### src/rtl/seq_sub_pkg.sv
// Shared types and sizing helpers for the sequential carry-lookahead subtractor.
// Operands are consumed three bits per clock, so counter sizing derives from WIDTH/SLICE.
package seq_sub_pkg;

  localparam int SLICE = 3;

  typedef enum logic [1:0] {
    IDLE = 2'd0,
    RUN  = 2'd1,
    DONE = 2'd2
  } state_t;

  function automatic int num_slices(input int width);
    return width / SLICE;
  endfunction

  // A single-slice build still needs a 1-bit counter register.
  function automatic int cnt_width(input int width);
    return (num_slices(width) > 1) ? $clog2(num_slices(width)) : 1;
  endfunction

endpackage

### src/rtl/sub_cla_slice3.sv
// Combinational 3-bit carry-lookahead slice: sum, carry out and group propagate/generate.
// Zero latency; no flow control.
module sub_cla_slice3 (
  input  logic [2:0] a_i,
  input  logic [2:0] b_i,
  input  logic       cin_i,
  output logic [2:0] sum_o,
  output logic       cout_o,
  output logic       p_o,
  output logic       g_o
);

  logic [2:0] p;
  logic [2:0] g;
  logic [3:0] c;

  assign p = a_i ^ b_i;
  assign g = a_i & b_i;

  assign c[0] = cin_i;
  assign c[1] = g[0] | (p[0] & cin_i);
  assign c[2] = g[1] | (p[1] & g[0]) | (p[1] & p[0] & cin_i);
  assign c[3] = g[2] | (p[2] & g[1]) | (p[2] & p[1] & g[0]) | (p[2] & p[1] & p[0] & cin_i);

  assign sum_o  = p ^ c[2:0];
  assign cout_o = c[3];
  assign p_o    = &p;
  assign g_o    = g[2] | (p[2] & g[1]) | (p[2] & p[1] & g[0]);

endmodule

### src/rtl/seq_cla_subtractor.sv
// D = A - B - bin as A + ~B + ~bin, one 3-bit CLA slice per clock; out_valid WIDTH/3 edges after accept.
// Holds the result until out_ready; no new accept while busy. SEQ_SUB_OVERFLOW_EN adds the signed ovf output.
module seq_cla_subtractor
  import seq_sub_pkg::*;
#(
  parameter int WIDTH = 12
) (
  input  logic             clk,
  input  logic             rst,
  input  logic             in_valid,
  output logic             in_ready,
  input  logic [WIDTH-1:0] A,
  input  logic [WIDTH-1:0] B,
  input  logic             bin,
  output logic             out_valid,
  input  logic             out_ready,
  output logic [WIDTH-1:0] D,
  output logic             bout
`ifdef SEQ_SUB_OVERFLOW_EN
  ,
  output logic             ovf
`endif
);

  localparam int NS = num_slices(WIDTH);
  localparam int CW = cnt_width(WIDTH);

  if ((WIDTH % SLICE) != 0 || WIDTH < SLICE) begin : g_width_chk
    $error("seq_cla_subtractor: WIDTH must be a positive multiple of 3");
  end

  state_t           state_q, state_d;
  logic [CW-1:0]    cnt_q, cnt_d;
  logic [WIDTH-1:0] a_q, a_d;
  logic [WIDTH-1:0] nb_q, nb_d;
  logic             c_q, c_d;
  logic [WIDTH-1:0] d_q, d_d;
  logic             bout_q, bout_d;

  logic [2:0] sl_sum;
  logic       sl_cout, sl_p, sl_g;

  sub_cla_slice3 u_slice (
    .a_i   (a_q[cnt_q*SLICE +: SLICE]),
    .b_i   (nb_q[cnt_q*SLICE +: SLICE]),
    .cin_i (c_q),
    .sum_o (sl_sum),
    .cout_o(sl_cout),
    .p_o   (sl_p),
    .g_o   (sl_g)
  );

`ifdef SEQ_SUB_OVERFLOW_EN
  logic ovf_q, ovf_d;
`endif

  always_ff @(posedge clk or posedge rst) begin
    if (rst) begin
      state_q <= IDLE;
      cnt_q   <= '0;
      a_q     <= '0;
      nb_q    <= '0;
      c_q     <= 1'b0;
      d_q     <= '0;
      bout_q  <= 1'b0;
`ifdef SEQ_SUB_OVERFLOW_EN
      ovf_q   <= 1'b0;
`endif
    end else begin
      state_q <= state_d;
      cnt_q   <= cnt_d;
      a_q     <= a_d;
      nb_q    <= nb_d;
      c_q     <= c_d;
      d_q     <= d_d;
      bout_q  <= bout_d;
`ifdef SEQ_SUB_OVERFLOW_EN
      ovf_q   <= ovf_d;
`endif
    end
  end

  always_comb begin
    state_d = state_q;
    cnt_d   = cnt_q;
    a_d     = a_q;
    nb_d    = nb_q;
    c_d     = c_q;
    d_d     = d_q;
    bout_d  = bout_q;
`ifdef SEQ_SUB_OVERFLOW_EN
    ovf_d   = ovf_q;
`endif
    case (state_q)
      IDLE: begin
        if (in_valid) begin
          a_d     = A;
          nb_d    = ~B;
          c_d     = ~bin;
          cnt_d   = '0;
          d_d     = '0;
          bout_d  = 1'b0;
          state_d = RUN;
        end
      end
      RUN: begin
        d_d[cnt_q*SLICE +: SLICE] = sl_sum;
        c_d   = sl_cout;
        cnt_d = cnt_q + 1'b1;
        if (cnt_q == CW'(NS - 1)) begin
          // Final borrow taken from the group lookahead terms of the top slice.
          bout_d  = ~(sl_g | (sl_p & c_q));
          cnt_d   = '0;
          state_d = DONE;
`ifdef SEQ_SUB_OVERFLOW_EN
          // nb_q holds ~B, so equal MSBs here mean A and B differ in sign.
          ovf_d = (a_q[WIDTH-1] == nb_q[WIDTH-1]) && (sl_sum[SLICE-1] != a_q[WIDTH-1]);
`endif
        end
      end
      DONE: begin
        if (out_ready) state_d = IDLE;
      end
      default: state_d = IDLE;
    endcase
  end

  assign in_ready  = (state_q == IDLE);
  assign out_valid = (state_q == DONE);
  assign D         = d_q;
  assign bout      = bout_q;
`ifdef SEQ_SUB_OVERFLOW_EN
  assign ovf       = ovf_q;
`endif

endmodule
### config.mk
export PLATFORM = sky130hd
export DESIGN_NAME = seq_cla_subtractor
export DESIGN_NICKNAME = d
export VERILOG_FILES = /design/src/rtl/seq_sub_pkg.sv /design/src/rtl/sub_cla_slice3.sv /design/src/rtl/seq_cla_subtractor.sv
export SDC_FILE = /design/constraint.sdc
export NUM_CORES = 1
export LEC_CHECK = 0
export CAP_MARGIN = 20
export CORE_AREA = 2 2 67 69
export CTS_CLUSTER_DIAMETER = 50
export DETAILED_ROUTE_END_ITERATION = 12
export DIE_AREA = 0 0 69 71
export PLACE_DENSITY = 0.84
export REMOVE_ABC_BUFFERS = 1
export SYNTH_ARGS = -nofsm -noshare
export SYNTH_HDL_FRONTEND = slang
export SYNTH_SLANG_ARGS = --single-unit
### constraint.sdc
create_clock -name clk -period 3.3 [get_ports clk]
set_clock_uncertainty 0.1 [all_clocks]
set_input_delay 0.825 -clock clk [delete_from_list [all_inputs] [get_ports clk]]
set_output_delay 0.825 -clock clk [all_outputs]
set_load 0.005 [all_outputs]
==> flow_summary.yaml, run 1 <==
run_status:
  status: "complete, no violations"
global_routing:
  grt_antenna_before_repair: 0
  gr-usage-all-layers: 0.1643
  grt_pass1_wl_um: 6389
  grt_pass1_vias: 1348
  grt_max_degree: 43
  grt_overflow_total: 0
die:
  die_height_um: 71
  rows: 24
  die-area_mm2: 0.004899
  initial_core_util: 0.4750
  dieWidth_um: 69
  io_pins: 44
  core_mm2: 0.004204
synth:
  ys_ff_latch: 42
  synth_area_mm2: 0.001997
  synth_cell_type_count: 33
  syn_inst: 154
  synth_largest_area_cell: "dfrtp_1"
  synth.top_cells.by_area: "dfrtp_1 53%, mux2_2 7.3%, mux4_2 6.8%"
  ys_warn_count: 0
  synth_top_area_share: 0.5263
  syn_avg_cell_area_um2: 12.97
  yosysSeqAreaShare: 0.5263
cts:
  cts_buffers: 5
  cts_hold_buf: 0
  cts.clk_slew.worst_paths_ps: 100
  cts.repair.resized: 0
  h-tree-depth: 2
  worstSkewPairLatency_ps: 310
  cts_num_sinks: 42
  clock_path_buffers: 2
  tritoncts: "done"
  post-cts-setup-buffer-count: 0
  root_buffer: "clkbuf_8"
critical_path:
  reg2regPathDepth: 5
  criticalPathCategory: "flip-flop to flip-flop"
  r2r_start: "cnt_q[0]"
  startpoint_type: "flip-flop"
  cp-end-kind: "flip-flop"
  r2r_setup_slack_ps: 620
  cp_max_fo: 13
  cp.arrival_ps: 2770
  r2r_end: "D[2]"
  critPathRequiredTime_ps: 3390
sta:
  min_period_ps: 2684
  worst_hold_slack_ps: 406.4
  slew_violations: 0
  tns_ps: 0
  slew_headroom: 0.5880
  hold_viol_final: 0
  fmax_mhz: 372.5
  tightest_slew_ps: 617.9
  rsz0062_at_grt: "no"
  setup_violations: 0
  fin_crit_sh: 0.8135
routing:
  wl_per_cell_um: 14.41
  dr.pass1.iters: 5
  viasPerCell: 5.335
  drt_iter0_markers: 113
  drc: 0
  ant_nets: 0
  finalWirelength_um: 3618
  num_vias: 1339
hold_path:
  hp-start: "D[6]"
  hold_end: "D[6]"
  min_path_type: "flip-flop to flip-flop"
  holdPathStages: 1
power_and_ir_drop:
  ir_worst_vdd_uv: 560.1
  p_leak_nw: 1.082
  powerDensity_mw_per_mm2: 1008
cells_and_area:
  antenna_cells: 0
  nNetsFinal: 235
  drive_gt1_frac: 0.1709
  areaGrowthSynthToFinish_pct: 28.20
place:
  dpl.hpwl_um: 2670
  place_congestion: 0.8248
  io_buffer_count: 43
flow_run:
  max_cap_violations: 0
## layout make-up
| cell class | instances | area [um^2] |
|---|---|---|
| tap | 52 | 65.06 |
| sequential | 42 | 1051 |
| clock buffer | 5 | 68.82 |
| timing repair buffer | 45 | 445.4 |
| fill | 345 | 1644 |
| inverter | 5 | 18.77 |
| multi-input combinational | 99 | 885.9 |
| clock inverter | 3 | 25.02 |
## layer usage
| metal | track usage | part of all wire | vias up |
|---|---|---|---|
| li1 | - | - | 650 |
| met1 | 0.2211 | 0.45 | 639 |
| met2 | 0.2639 | 0.48 | 45 |
| met3 | 0.03704 | 0.048 | 5 |
| met4 | 0.06100 | 0.017 | 0 |
| met5 | 0 | 0 | - |
## placed cells by master, fill, tap and decap left out, types with 2 or more instances in the layout
cell / n
nand2b_1: 2
a22o_1: 8
a21o_1: 4
clkdlybuf4s50_1: 43
buf_4: 2
mux2_2: 13
o21ai_0: 2
nor2_1: 14
o21bai_1: 2
o31ai_1: 2
dfrtp_1: 42
a32o_1: 4
clkbuf_8: 5
ha_1: 7
inv_1: 5
mux4_2: 6
nand2_1: 7
a21oi_1: 12
## Yosys cell counts, drive strengths merged
cell,instances
a211oi,1
a21o,4
a21oi,12
a22o,8
a32o,4
and3,1
and3b,1
and4bb,1
buf,8
dfrtp,42
fa,1
ha,7
inv,5
mux2,13
mux2i,1
mux4,6
nand2,7
nand2b,3
nor2,14
nor2b,1
nor3b,1
nor4,1
nor4b,1
o21ai,2
o21bai,2
o22ai,1
o2bb2ai,1
o31ai,2
or2,1
or3,1
xor2,1
## worst max-delay path, stage by stage (launching register included)
cell and delay (ps):
dfrtp_1 750, mux4_2 630, ha_1 310, a211oi_1 310, o21bai_1 190, a32o_1 280
## where the power goes
part / total (W) / internal (W) / switching [W] / leakage (nW)
combinational: 0.00129 / 0.000685 / 0.000605 / 0.525
sequential: 0.000945 / 0.000744 / 0.000201 / 0.513
clock: 0.000345 / 0.000153 / 0.000192 / 0.0447
## how the worst max path moves through the flow
stage,startpoint,slack [ps],endpoint,cells past startpoint
6_report,cnt_q[0],620,D[2],5
2_1_floorplan,in_valid,500,c_q,3
5_1_grt,cnt_q[0],380,D[2],5
3_3_place_gp,cnt_q[0],680,D[2],5
3_5_place_dp,cnt_q[0],600,D[2],5
4_1_cts,cnt_q[0],570,D[2],5
## cells by family after synthesis
group / count (synthesis) / synth area share
adders and majority gates: 8 / 0.05388
buffers and inverters: 13 / 0.03321
AOI/OAI and AO/OA: 37 / 0.1316
and+or+nand+nor: 33 / 0.1046
xor gates and xnor gates: 1 / 0.004387
muxes: 20 / 0.1460
DFF: 42 / 0.5263
## registers in the layout, indices dropped and copies added (netlist names)
| name | cells |
|---|---|
| D | 12 |
| a_q | 12 |
| nb_q | 12 |
| cnt_q | 2 |
| state_q | 2 |
| bout | 1 |
| c_q | 1 |
## stage by stage
step           power (W)  setup slack (ps)    util  area (um^2)  std cells
3_3_place_gp    0.002202             678.1  0.5866         2466        243
3_5_place_dp    0.002259             599.5  0.5866         2466        243
5_1_grt         0.002795             379.9  0.6089         2560        251
6_report        0.002581             615.6  0.6089         2560        251
4_1_cts         0.002608             568.5  0.6089         2560        251
2_1_floorplan   0.001841             495.7       -         1949        146
No activity file was read; power rests on OpenSTA's default activity.
==> inputs of run 2 (changes only) <==
CORE_AREA = 2 2 70 72   (was 2 2 67 69)
DIE_AREA = 0 0 72 74   (was 0 0 69 71)
PLACE_DENSITY = 0.82   (was 0.84)
clock period = 2.19 ns   (was 3.3 ns; I/O delays follow)
==> flow_summary.yaml, run 2 (synthesized netlist as in run 1, its figures left out) <==
sta:
  min_period_ps: 2159
  setup_slack_ps: 31.31
  tightest_slew_ps: 505.9
  rsz0062_at_grt: "yes"
  slew_violations: 0
  setup_violations: 0
  slew_headroom: 0.6627
  worst_hold_slack_ps: 405.4
  fin_crit_sh: 0.9857
  fmax_mhz: 463.2
  hold_viol_final: 0
die:
  rows: 25
  core_mm2: 0.004598
  dieWidth_um: 72
  die_height_um: 74
  initial_core_util: 0.4343
  die-area_mm2: 0.005328
  io_pins: 44
critical_path:
  cp-end-kind: "flip-flop"
  critPathRequiredTime_ps: 2280
  slowest_stage: "dfrtp_2"
  cp_max_fo: 4
  path_cells: "buf_4 > buf_4 > mux4_2 > ha_4 > buf_4 > nor2_4 > o21bai_2 > a32o_1"
  cp_top_family: "flip-flops"
  critPathMaxStageDelay_ps: 450
  crit_top_cell: "buf_4"
  criticalPathCategory: "flip-flop to flip-flop"
  cp.buffers_inverters: 3
  cp.arrival_ps: 2250
  startpoint_type: "flip-flop"
cells_and_area:
  fin_cells: 267
  areaGrowthSynthToFinish_pct: 39.97
  final_cell_mix: "43 x clkdlybuf4s50_1, 40 x dfrtp_1, 13 x mux2_2, 13 x nor2_1, 13 x buf_4"
  final_common_cell: "clkdlybuf4s50_1"
  nNetsFinal: 249
  drive_gt1_frac: 0.2676
  antenna_cells: 0
cts:
  cts_hold_buf: 0
  h-tree-depth: 2
  tritoncts: "done"
  worstSkewPairLatency_ps: 290
  clock_path_buffers: 2
  cts.clk_slew.worst_paths_ps: 80
  cts_buffers: 5
  cts_num_sinks: 42
  root_buffer: "clkbuf_8"
routing:
  drt_iter0_markers: 69
  wl_per_cell_um: 15.36
  drc: 0
  ant_nets: 0
  num_vias: 1433
  finalWirelength_um: 4101
  dr.pass1.iters: 4
  viasPerCell: 5.367
place:
  dpl.cell_count: 259
  place_congestion: 0.7936
  place_ws_ps: -212.1
  dpl.hpwl_um: 2904
  io_buffer_count: 43
global_routing:
  grt_overflow_total: 0
  top_usage_layer: "met2"
  grt_max_degree: 43
  grt_antenna_before_repair: 0
  grt_pass1_vias: 1512
  gr-usage-all-layers: 0.1741
  met3_usage: 0.04201
  grt_util_met2: 0.3014
  grt_pass1_wl_um: 6996
  use_met1: 0.2092
flow_run:
  max_cap_violations: 0
hold_path:
  min_path_type: "flip-flop to flip-flop"
power_and_ir_drop:
  powerDensity_mw_per_mm2: 1750
  ir_worst_vdd_uv: 731.7
  p_leak_nw: 1.178
run_status:
  status: "complete, no violations"
-- run 2: metal layers --
metal | vias to the layer above | share of wire | wire (um)
li1 | 676 | - | -
met1 | 705 | 0.43 | 1754
met2 | 47 | 0.51 | 2081
met3 | 5 | 0.052 | 212
met4 | 0 | 0.013 | 53
met5 | - | 0 | 0
-- run 2: final timing paths --
path	depth (start not counted)	startpoint	slack [ps]	end
worst max-delay path	8	cnt_q[0]	30	D[2]
worst min register to register	1	D[10]	410	D[10]
worst min-delay path	1	D[10]	410	D[10]
worst max register to register	8	cnt_q[0]	30	D[2]
max in group asynchronous	3	rst	1050	cnt_q[1]
min in group asynchronous	3	rst	570	nb_q[6]
-- run 2: repair_timing --
| action | CTS | global route |
|---|---|---|
| pin swaps | 3 | 3 |
| endpoints found under the setup margin | 14 | 10 |
| buffers inserted | 1 | 0 |
| gates resized for setup | 11 | 6 |
-- run 2: through the flow --
step	utilization	power (W)	area [um^2]	setup TNS [ps]
finish	0.6079	0.004892	2795	0
global route	0.6079	0.005251	2795	-109.0
CTS	0.6011	0.004735	2764	0
detailed placement	0.5652	0.003861	2599	-1638
global placement	0.5652	0.003760	2599	-806.2
floorplan	-	0.002774	1949	-6617
-- run 2: cell type report --
| cell class | instances | area, um^2 |
|---|---|---|
| inverters | 5 | 18.77 |
| fillers | 370 | 1803 |
| well taps | 54 | 67.56 |
| flip-flops and latches | 42 | 1054 |
| repair buffers | 59 | 579.3 |
| clock buffers | 7 | 76.32 |
| clock inverters | 1 | 30.03 |
| multi-input cells | 99 | 969.7 |
-- run 2: worst reg2reg max path: stages (launching register included) --
cell and delay [ps]:
dfrtp_2 450, buf_4 150, buf_4 120, mux4_2 320
ha_4 270, buf_4 150, nor2_4 120, o21bai_2 110
a32o_1 250
-- run 2: power breakdown --
group | switching (W) | total (W) | internal (W)
Combinational | 0.00135 | 0.00294 | 0.00159
Clock | 0.000254 | 0.000595 | 0.000341
Sequential | 0.000229 | 0.00136 | 0.00113
Total | 0.00183 | 0.00489 | 0.00306
